$ cat src/rtl/dmem_arb.sv
// ============================================================================
//  Module   : dmem_arb
//  Purpose  : Shared external-memory port controller. Arbitrates line
//             refill/writeback bursts between the I-cache and D-cache miss
//             handlers, sequences command / data beats / completion, and
//             routes beat data to and from the owning requester.
//  Revision : 1.0  initial release
// ============================================================================
`default_nettype none

module dmem_arb #(
  parameter int ADDR_W    = 32,
  parameter int DATA_W    = 32,
  parameter int BURST_LEN = 4
) (
  input  logic                          clk,
  input  logic                          rst,
  // I side
  input  logic                          i_req,
  input  logic [ADDR_W-1:0]             i_addr,
  output logic                          i_rvalid,
  output logic [DATA_W-1:0]             i_rdata,
  output logic                          i_done,
  // D side
  input  logic                          d_req,
  input  logic                          d_we,
  input  logic [ADDR_W-1:0]             d_addr,
  input  logic [DATA_W-1:0]             d_wdata,
  output logic [$clog2(BURST_LEN)-1:0]  d_wbeat,
  output logic                          d_rvalid,
  output logic [DATA_W-1:0]             d_rdata,
  output logic                          d_done,
  // memory port
  output logic                          mem_req,
  output logic                          mem_we,
  output logic [ADDR_W-1:0]             mem_addr,
  input  logic                          mem_cmd_ack,
  input  logic                          mem_rvalid,
  input  logic [DATA_W-1:0]             mem_rdata,
  input  logic                          mem_wready,
  output logic [DATA_W-1:0]             mem_wdata
);

  localparam int                c_cnt_w     = $clog2(BURST_LEN);
  localparam int                c_off_w     = $clog2(BURST_LEN * DATA_W / 8);
  localparam logic [ADDR_W-1:0] c_addr_mask = {ADDR_W{1'b1}} << c_off_w;
  localparam logic [c_cnt_w-1:0] c_last_beat = c_cnt_w'(BURST_LEN - 1);

  typedef enum logic [1:0] {
    S_IDLE = 2'd0,
    S_CMD  = 2'd1,
    S_XFER = 2'd2,
    S_DONE = 2'd3
  } state_t;

  state_t              state_q, state_d;
  logic [c_cnt_w-1:0]  cnt_q, cnt_d;
  // owner: 0 = I, 1 = D. Only meaningful outside IDLE, which is how
  // "no owner" is represented.
  logic                owner_q, owner_d;
  logic                last_grant_q, last_grant_d;   // 1 = D
  logic                we_q, we_d;
  logic [ADDR_W-1:0]   addr_q, addr_d;
  // Set for the single IDLE cycle following a done pulse to that side, so a
  // requester that drops req one cycle late is not granted a phantom burst.
  logic                mask_i_q, mask_i_d;
  logic                mask_d_q, mask_d_d;

  logic                w_req_i;
  logic                w_req_d;
  logic                w_grant_d;
  logic                w_beat;

  // State register; reset abandons any burst without a done pulse.
  always_ff @(posedge clk) begin
    if (rst) begin
      state_q      <= S_IDLE;
      cnt_q        <= '0;
      owner_q      <= 1'b0;
      last_grant_q <= 1'b1;
      we_q         <= 1'b0;
      addr_q       <= '0;
      mask_i_q     <= 1'b0;
      mask_d_q     <= 1'b0;
    end else begin
      state_q      <= state_d;
      cnt_q        <= cnt_d;
      owner_q      <= owner_d;
      last_grant_q <= last_grant_d;
      we_q         <= we_d;
      addr_q       <= addr_d;
      mask_i_q     <= mask_i_d;
      mask_d_q     <= mask_d_d;
    end
  end

  // Next-state, arbitration and output routing.
  always_comb begin
    state_d      = state_q;
    cnt_d        = cnt_q;
    owner_d      = owner_q;
    last_grant_d = last_grant_q;
    we_d         = we_q;
    addr_d       = addr_q;
    mask_i_d     = 1'b0;
    mask_d_d     = 1'b0;

    i_rvalid  = 1'b0;
    i_rdata   = '0;
    i_done    = 1'b0;
    d_rvalid  = 1'b0;
    d_rdata   = '0;
    d_done    = 1'b0;
    d_wbeat   = '0;
    mem_req   = 1'b0;
    mem_we    = 1'b0;
    mem_addr  = '0;
    mem_wdata = '0;

    w_req_i   = i_req & ~mask_i_q;
    w_req_d   = d_req & ~mask_d_q;
    // Tie goes to the side that did not win last; otherwise the lone requester.
    w_grant_d = (w_req_i && w_req_d) ? ~last_grant_q : w_req_d;
    w_beat    = we_q ? mem_wready : mem_rvalid;

    unique case (state_q)
      S_IDLE: begin
        if (w_req_i || w_req_d) begin
          state_d      = S_CMD;
          owner_d      = w_grant_d;
          last_grant_d = w_grant_d;
          we_d         = w_grant_d & d_we;
          addr_d       = (w_grant_d ? d_addr : i_addr) & c_addr_mask;
        end
      end

      S_CMD: begin
        mem_req  = 1'b1;
        mem_we   = we_q;
        mem_addr = addr_q;
        if (mem_cmd_ack) begin
          state_d = S_XFER;
          cnt_d   = '0;
        end
      end

      S_XFER: begin
        mem_we   = we_q;
        mem_addr = addr_q;
        if (we_q) begin
          d_wbeat   = cnt_q;
          mem_wdata = d_wdata;
        end else if (mem_rvalid) begin
          if (owner_q) begin
            d_rvalid = 1'b1;
            d_rdata  = mem_rdata;
          end else begin
            i_rvalid = 1'b1;
            i_rdata  = mem_rdata;
          end
        end
        if (w_beat) begin
          cnt_d = cnt_q + c_cnt_w'(1);
          if (cnt_q == c_last_beat) begin
            state_d = S_DONE;
          end
        end
      end

      S_DONE: begin
        i_done   = ~owner_q;
        d_done   = owner_q;
        mask_i_d = ~owner_q;
        mask_d_d = owner_q;
        cnt_d    = '0;
        state_d  = S_IDLE;
      end

      default: begin
        state_d = S_IDLE;
      end
    endcase
  end

endmodule

`default_nettype wire
$ cat config.mk
export PLATFORM = sky130hd
export DESIGN_NAME = dmem_arb
export DESIGN_NICKNAME = d
export VERILOG_FILES = /design/src/rtl/dmem_arb.sv
export SDC_FILE = /design/constraint.sdc
export NUM_CORES = 1
export LEC_CHECK = 0
export ABC_CLOCK_PERIOD_IN_PS = 2550
export CORE_AREA = 2 2 106 108
export CTS_BUF_LIST = sky130_fd_sc_hd__clkbuf_8
export DETAILED_ROUTE_END_ITERATION = 8
export DIE_AREA = 0 0 108 110
export PLACE_DENSITY_LB_ADDON = 0.3
export SLEW_MARGIN = 10
export SYNTH_ARGS = -nofsm -noshare
export SYNTH_HDL_FRONTEND = slang
export SYNTH_SLANG_ARGS = --single-unit
$ cat constraint.sdc
create_clock -name clk -period 2.55 [get_ports clk]
set_input_delay 0.255 -clock clk [delete_from_list [all_inputs] [get_ports clk]]
set_output_delay 0.255 -clock clk [all_outputs]
set_load 0.05 [all_outputs]
==> results of run 1 <==
power groups by stage:
stage / clock (mW) / combinational (mW) / sequential (mW)
3_3_place_gp: 0 / 3.04 / 0.864
2_1_floorplan: 0 / 1.68 / 0.847
3_5_place_dp: 0 / 3.09 / 0.882
6_report: 0.522 / 3.07 / 0.870
4_1_cts: 0.539 / 3.10 / 0.870
5_1_grt: 0.562 / 3.26 / 0.894
area by class of cell:
type	instances	area [µm²]	share of cell area
timing repair buffer	269	3950	0.590
multi-input combinational	290	1690	0.252
sequential	37	741	0.111
tap	140	175	0.0262
clock buffer	6	82.6	0.0123
clock inverter	2	33.8	0.00505
inverter	6	22.5	0.00337
antenna	1	2.50	0.000374
path summary, 6_finish.rpt:
check / depth (start not counted) / to / from
max: 3 / d_done / state_q[1]$_SDFFE_PP0P_
max reg2reg: 5 / state_q[0]$_SDFFE_PP0P_ / state_q[0]$_SDFFE_PP0P_
min reg2reg: 2 / cnt_q[1]$_SDFFE_PP0P_ / cnt_q[1]$_SDFFE_PP0P_
min: 2 / cnt_q[1]$_SDFFE_PP0P_ / cnt_q[1]$_SDFFE_PP0P_
synth_stat cells:
library cell / instances
a21o_1: 1
a21oi_1: 6
a311oi_1: 1
a31o_1: 1
a31oi_1: 28
and2_1: 93
and3_1: 36
buf_2: 17
buf_4: 6
clkbuf_1: 14
conb_1: 1
dfxtp_1: 37
ha_1: 7
inv_1: 6
nand2_1: 62
nand2b_1: 2
nand3_1: 2
nand3b_1: 1
nor2_1: 1
nor2b_1: 2
nor2b_4: 2
nor3_1: 1
nor3b_1: 1
nor3b_2: 1
o211ai_1: 1
o21a_1: 1
o21ai_0: 19
o21ai_1: 14
o32ai_2: 1
o41ai_1: 1
or4_1: 1
logic make-up after synthesis:
kind of cell	count (synthesis)	share of synthesized area
adder cells (fa/ha/maj)	7	0.0334
flip-flops	37	0.283
AO/OA/AOI/OAI	74	0.166
AND/OR/NAND/NOR	205	0.438
buffers and inverters	43	0.0784
other	1	0.00143
worst max-delay path, delay by kind of cell, from the launching register on:
family	cells	cell delay, ps
adders and majority gates	1	230
DFF	1	410
buffers and inverters	1	840
and+or+nand+nor	1	150
stage by stage:
stage                     hold WS [ps]  area, µm²  instances
final                              517       6690        751
after global routing               533       6690        751
after CTS                          516       6690        750
after detailed placement           502       6570        742
after global placement             481       6570        742
after floorplan                    407       2630        370
state kept, by name, indices dropped and copies added, names as in the netlist:
name	flops
mask_i_q	1
cnt_q	2
we_q	1
last_grant_q	1
addr_q	28
mask_d_q	1
state_q	2
owner_q	1
metal layers:
layer | GRT usage | share of wire
met1 | 0.204 | 0.36
met2 | 0.383 | 0.52
met3 | 0.0611 | 0.089
met4 | 0.0687 | 0.027
met5 | 0 | 0
==> flow_summary.toml, run 1 <==
[status]
status = "completed"

[power]
combPwrFrac = 0.688
ir_worst_vdd_v = 0.000422
finalPower_mw = 4.46
swShare = 0.456
power.switching_mw = 2.04
sequentialPowerShare = 0.195
power_leakage_nw = 2.83
clockPowerShare = 0.117
power_density_mw_per_mm2 = 667
p_int_mw = 2.43

[cells_and_area]
drive_above_1_share = 0.249
fill_cells = 877
final_common_cell = "clkdlybuf4s50_1"
mostFrequentLayoutCells = "clkdlybuf4s50_1, buf_12, and2_1, nand2_1, dfxtp_1"
nNetsFinal = 752
areaGrowthSynthToFinish_pct = 156
post-route-util = 0.626

[floorplan]
die_area_mm2 = 0.0119
ioPinCount = 272
initial_core_util = 0.245
core_mm2 = 0.0107
num_rows = 38
fp.dieH_um = 110
die_w_um = 108

[logic_synthesis]
synth.top_cell.area_share = 0.283
synth_area_leaders = "dfxtp_1, and2_1, nand2_1, and3_1, a31oi_1"
avgSynthCellArea_um2 = 7.14
syn_inst = 367
syn_area_mm2 = 0.00262
ys_seq_area_frac = 0.283
synth.distinct_cells = 31
synth_top_cell_by_area = "dfxtp_1"
synth_warnings = 0
ys_seq_elements = 37

[critical_path]
critPathSlowestCell = "clkdlybuf4s50_1"
crit_path_end_kind = "output pin"
start_kind = "register"
cpPeakStageDelay_ps = 840
cp.arrival_ps = 1910
regToRegSetupSlack_ps = 770
worst_ep_required_time_ps = 2300
criticalPathCategory = "reg -> out"
crit_path_max_fanout = 5
crit_chain = "ha_1 > and2_1 > clkdlybuf4s50_1"

[clock_network]
cts_max_level = 2
hold_buffers = 0
cts_sinks = 37
cts_made_buffers = 5
clk_pin_slew_ps = 70
clockBufferDepth = 2
cts_resized = 0
clk_latency_ps = 290
cts_tree = "yes"
cts_root_buf = "clkbuf_8"
postCtsSetupRepairBufs = 0

[route]
drt-total-wl_mm = 12.2
post_drt_wl_per_cell_um = 16.3
vias = 3444
drtIter0Drc = 168
via_per_inst = 4.59
drcViolationCount = 0
dr.pass1.iters = 4
postRouteAntennaNets = 0

[hold_path]
hold_class = "reg -> reg"

[placed_design]
place.gp.congestion = 0.873
dp_hpwl_mm = 10.1
io_buffers = 259
pre_cts_slack_ps = 482

[global_route]
gr-total-overflow = 0
track_usage = 0.199
antenna_found_initial = 1
first_global_vias = 3364
grt_pass1_wl_mm = 18.2
grt_max_degree = 40

[sta]
setup_ws_ps = 389
grt_setup_unrepaired = "false"
period_needed_ps = 2160
finalSetupViolations = 0
relSlewSlack = 0.431
finClkSkew_ps = 7.71
worst_slew_pin_slew_ps = 853
clock.fmax_ghz = 0.463
period_share = 0.848
hold_violations = 0
drv_slew = 0
tns_ps = 0

[run]
maxCapViolCount = 0
No activity file was read; power rests on OpenSTA's default activity.
==> inputs of run 2 (changes only) <==
ABC_CLOCK_PERIOD_IN_PS = 1850   (was 2550)
CORE_AREA = 2 2 105 107   (was 2 2 106 108)
DIE_AREA = 0 0 107 109   (was 0 0 108 110)
clock period = 1.85 ns   (was 2.55 ns; I/O delays follow)
==> run 2 against run 1 <==
Effect of this change: global-route usage grew 1.2 points; register-to-register slack lost 590 ps; core utilization grew 5.1 points; clock power grew 30%; the flow now finishes with violations (negative setup slack).
==> flow_summary.toml, run 2 (synthesis results as in run 1) <==
[global_route]
track_usage = 0.212
antenna_found_initial = 1
grt_pass1_wl_mm = 18.8
grt_max_degree = 59
gr-total-overflow = 0
first_global_vias = 3424

[hold_path]
worstHoldStart = "i_addr[21]"
hold_class = "in -> reg"

[sta]
holdWs_ps = 453
clock.fmax_ghz = 0.539
finalSetupViolations = 1
grt_setup_unrepaired = "true"
tns_ps = -5.17
period_share = 1.00
finClkSkew_ps = 7.87
drv_slew = 0
setup_ws_ps = -5.17
period_needed_ps = 1860
hold_violations = 0

[clock_network]
clockBufferDepth = 2
clk_pin_slew_ps = 80
cts_root_buf = "clkbuf_8"
cts_tree = "yes"
cts_max_level = 2
cts_sinks = 37
clk_latency_ps = 290
cts_made_buffers = 5

[cells_and_area]
final_common_cell = "buf_12"
mostFrequentLayoutCells = "buf_12, clkdlybuf4s50_1, and2_4, nand2_1, and3_1"
fin_cells = 766
largest_reg_flops = 28
top_regs = "addr_q (28), cnt_q (2), state_q (2)"
nNetsFinal = 768
drive_above_1_share = 0.397
post-route-util = 0.677
fill_cells = 805
areaGrowthSynthToFinish_pct = 174
regMostFlops = "addr_q"

[floorplan]
num_rows = 38
core_mm2 = 0.0106
die_area_mm2 = 0.0117
die_w_um = 107
fp.dieH_um = 109
ioPinCount = 272
initial_core_util = 0.247

[critical_path]
worst_ep_required_time_ps = 1660
crit_chain = "inv_6 > ha_4 > nor3b_4 > buf_6 > clkbuf_16 > and2_4 > buf_12"
critical_path_buf_inv_count = 4
cpPeakStageDelay_ps = 360
cp.arrival_ps = 1670
crit_path_max_fanout = 8
start_kind = "register"
cp-startpoint = "state_q[0]$_SDFFE_PP0P_"
critPathSlowestCell = "dfxtp_4"
cp_top_family = "buffers and inverters"
crit_path_end_kind = "output pin"
criticalPathCategory = "reg -> out"
rr_startpoint = "state_q[0]$_SDFFE_PP0P_"

[run]
maxCapViolCount = 0

[power]
power_leakage_nw = 3.06
power.switching_mw = 2.92
ir_worst_vdd_v = 0.000620
clockPowerShare = 0.103
sequentialPowerShare = 0.185
swShare = 0.444
combPwrFrac = 0.712
finalPower_mw = 6.57
power_density_mw_per_mm2 = 916
p_int_mw = 3.65

[route]
drt-total-wl_mm = 13.3
dr.pass1.iters = 4
postRouteAntennaNets = 0
post_drt_wl_per_cell_um = 17.4
drtIter0Drc = 176
drcViolationCount = 0
vias = 3505
via_per_inst = 4.58

[placed_design]
dp_cells = 748
io_buffers = 259
place.gp.congestion = 0.924
dp_hpwl_mm = 10.2

[status]
status = "complete, but fails checks"
violations = "negative setup slack"
[run 2: changes by cell type in the layout (fill, tap and decap cells not counted), moves of 2 or more]
cell and delta:
and2_1 -69, and2_4 +64, buf_12 +6, and2_2 +5
buf_4 +4, buf_6 +4, clkdlybuf4s50_1 -3, buf_8 +2
clkbuf_16 +2, dfxtp_1 -2, dfxtp_4 +2, inv_1 -2
[run 2: layout make-up]
cell class / count / area [µm²] / share of cell area
timing repair buffer: 285 / 4220 / 0.588
tap: 140 / 175 / 0.0244
multi-input combinational: 290 / 1900 / 0.264
inverter: 6 / 27.5 / 0.00383
clock inverter: 2 / 35.0 / 0.00488
clock buffer: 5 / 68.8 / 0.00959
antenna: 1 / 2.50 / 0.000349
sequential: 37 / 748 / 0.104
[run 2: routing by layer]
metal	routed length, µm	share of wire	vias to the layer above	GRT usage
li1	-	-	1736	-
met1	4880	0.37	1605	0.217
met2	7210	0.54	153	0.408
met3	1100	0.083	11	0.0723
met4	146	0.011	0	0.0566
met5	0	0	-	0
[run 2: worst register-to-register path, stage by stage, from the launching register on]
cell      delay [ps]
dfxtp_4          360
buf_4            140
ha_1             200
nor2b_1          170
a311oi_1         420
nand3_1          150
a21oi_1          170
[run 2: repair_timing]
item / 4_1_cts / 5_1_grt
buffers inserted: 2 / 4
gates resized for setup: 37 / 50
setup endpoints to repair: 114 / 99
pin swaps: 1 / 19
hold buffers: 0 / 0
gates cloned: 2 / 3
[run 2: final timing paths]
| check | endpoint | slack, ps | cells past startpoint |
|---|---|---|---|
| worst max register to register | cnt_q[1]$_SDFFE_PP0P_ | 180 | 6 |
| worst min-delay path | addr_q[21]$_SDFFE_PP0P_ | 450 | 3 |
| worst min register to register | addr_q[13]$_SDFFE_PP0P_ | 520 | 2 |
| worst max-delay path | i_rdata[25] | -5 | 7 |
[run 2: power by group through the flow]
stage | combinational [mW] | clock, mW | sequential, mW
finish | 4.68 | 0.677 | 1.22
global route | 4.96 | 0.732 | 1.24
CTS | 4.44 | 0.686 | 1.21
detailed placement | 4.36 | 0 | 1.21
global placement | 4.31 | 0 | 1.18
floorplan | 2.32 | 0 | 1.17
[run 2: stage by stage]
| step | setup WS [ps] | area [µm²] |
|---|---|---|
| 5_1_grt | -59.0 | 7180 |
| 4_1_cts | -16.6 | 6990 |
| 6_report | -5.17 | 7180 |
| 3_5_place_dp | 45.9 | 6710 |
| 3_3_place_gp | 85.0 | 6710 |
| 2_1_floorplan | 75.2 | 2660 |
==> inputs of run 3 (changes only) <==
PLACE_DENSITY = 0.84   (was not set)
PLACE_DENSITY_LB_ADDON = not set   (was 0.3)
==> run 3 against run 2 <==
Effect of this change: the flow now finishes without violations; register-to-register slack improved by 70 ps; routed wire length increased by 3.5%; non-clock buffer count shrank 5; total power is 2.4% lower; worst setup slack improved by 49 ps; final cell count is 0.13% lower; core utilization shrank 1.2 points; critical endpoint is now mem_wdata[8]; largest power group unchanged; highest routed layer unchanged.
==> flow_summary.toml, run 3 (synthesis results as in run 1) <==
[cells_and_area]
regMostFlops = "addr_q"
top_regs = "addr_q (28), cnt_q (2), state_q (2)"
areaGrowthSynthToFinish_pct = 169
nNetsFinal = 763
final_common_cell = "buf_12"
post-route-util = 0.665
drive_above_1_share = 0.393
fin_area_mm2 = 0.00705
largest_reg_flops = 28
mostFrequentLayoutCells = "buf_12, clkdlybuf4s50_1, nand2_1, and2_4, and3_1"
fin_cells = 765

[clock_network]
cts_made_buffers = 5
cts_max_level = 2
clockBufferDepth = 2
hold_buffers = 0
clk_latency_ps = 290
cts_root_buf = "clkbuf_8"
cts_tree = "yes"
cts_sinks = 37
clk_pin_slew_ps = 80

[floorplan]
initial_core_util = 0.247
num_rows = 38
core_mm2 = 0.0106
die_area_mm2 = 0.0117
die_w_um = 107
ioPinCount = 272
fp.dieH_um = 109

[route]
drcViolationCount = 0
post_drt_wl_per_cell_um = 18.1
vias = 3600
via_per_inst = 4.71
drtIter0Drc = 171
dr.pass1.iters = 4
postRouteAntennaNets = 0
drt-total-wl_mm = 13.8

[placed_design]
dp_cells = 748
io_buffers = 259
place.gp.congestion = 0.815
dp_hpwl_mm = 11.1
placed_area_mm2 = 0.00671

[sta]
finClkSkew_ps = 7.91
period_share = 0.976
hold_violations = 0
drv_slew = 0
grt_setup_unrepaired = "true"
finalSetupViolations = 0
clock.fmax_ghz = 0.554
period_needed_ps = 1810

[global_route]
gr-total-overflow = 0
first_global_vias = 3728
antenna_found_initial = 4
track_usage = 0.225
grt_max_degree = 39
grt_pass1_wl_mm = 20.4

[power]
finalPower_mw = 6.41
ir_worst_vdd_v = 0.000632
power_density_mw_per_mm2 = 909
power_leakage_nw = 2.99

[critical_path]
start_kind = "register"
crit_path_max_fanout = 38
cp.arrival_ps = 1620
criticalPathCategory = "reg -> out"
crit_path_end_kind = "output pin"
worst_ep_required_time_ps = 1660

[status]
status = "completed"

[run]
maxCapViolCount = 0

[hold_path]
hold_class = "in -> reg"
==> run 3: through the flow <==
step / hold slack [ps] / setup WS (ps) / TNS, ps
after floorplan: 337 / 75.2 / 0
after detailed placement: 494 / -39.8 / -492
after global placement: 480 / 32.3 / 0
after global routing: 449 / -31.5 / -78.9
after CTS: 444 / 10.5 / 0
final: 453 / 44.1 / 0
==> run 3: final timing paths <==
check	start	endpoint	slack [ps]	cells past startpoint
hold / removal	d_addr[5]	addr_q[5]$_SDFFE_PP0P_	450	3
setup / recovery	state_q[0]$_SDFFE_PP0P_	mem_wdata[8]	40	5
hold reg to reg	cnt_q[1]$_SDFFE_PP0P_	cnt_q[1]$_SDFFE_PP0P_	510	2
setup reg to reg	state_q[0]$_SDFFE_PP0P_	state_q[0]$_SDFFE_PP0P_	250	5
==> run 3: repair_timing <==
action	4_1_cts	5_1_grt
setup buffers	3	2
setup endpoints to repair	105	85
resized for setup	34	45
gates cloned	1	1
==> run 3: layout make-up <==
cell class                      count  area (µm²)
Sequential cell                    37         747
Fill cell                         797        3550
Antenna cell                        4        10.0
Inverter                            6        25.0
Clock inverter                      3        17.5
Clock buffer                        5        68.8
Timing Repair Buffer              280        4120
Multi-Input combinational cell    290        1890
Tap cell                          140         175
==> run 3: critical path, cell delays in order (launching register included) <==
cell and delay [ps]:
dfxtp_2 340, inv_4 80, ha_4 150, buf_4 280, and3_1 310, buf_12 160
==> run 3: layer usage <==
metal / global-route usage / up-vias / part of all wire
met5: 0 / - / 0
met4: 0.0761 / 0 / 0.022
met3: 0.0604 / 18 / 0.074
met2: 0.441 / 179 / 0.56
met1: 0.229 / 1674 / 0.35
li1: - / 1729 / -
==> run 3: power by group <==
| part | switching [mW] | internal, mW | total, mW | leakage [nW] |
|---|---|---|---|---|
| sequential | 0.149 | 1.07 | 1.22 | 0.307 |
| combinational | 2.51 | 2.12 | 4.63 | 2.64 |
| clock | 0.307 | 0.260 | 0.567 | 0.0439 |
| total | 2.96 | 3.45 | 6.41 | 2.99 |
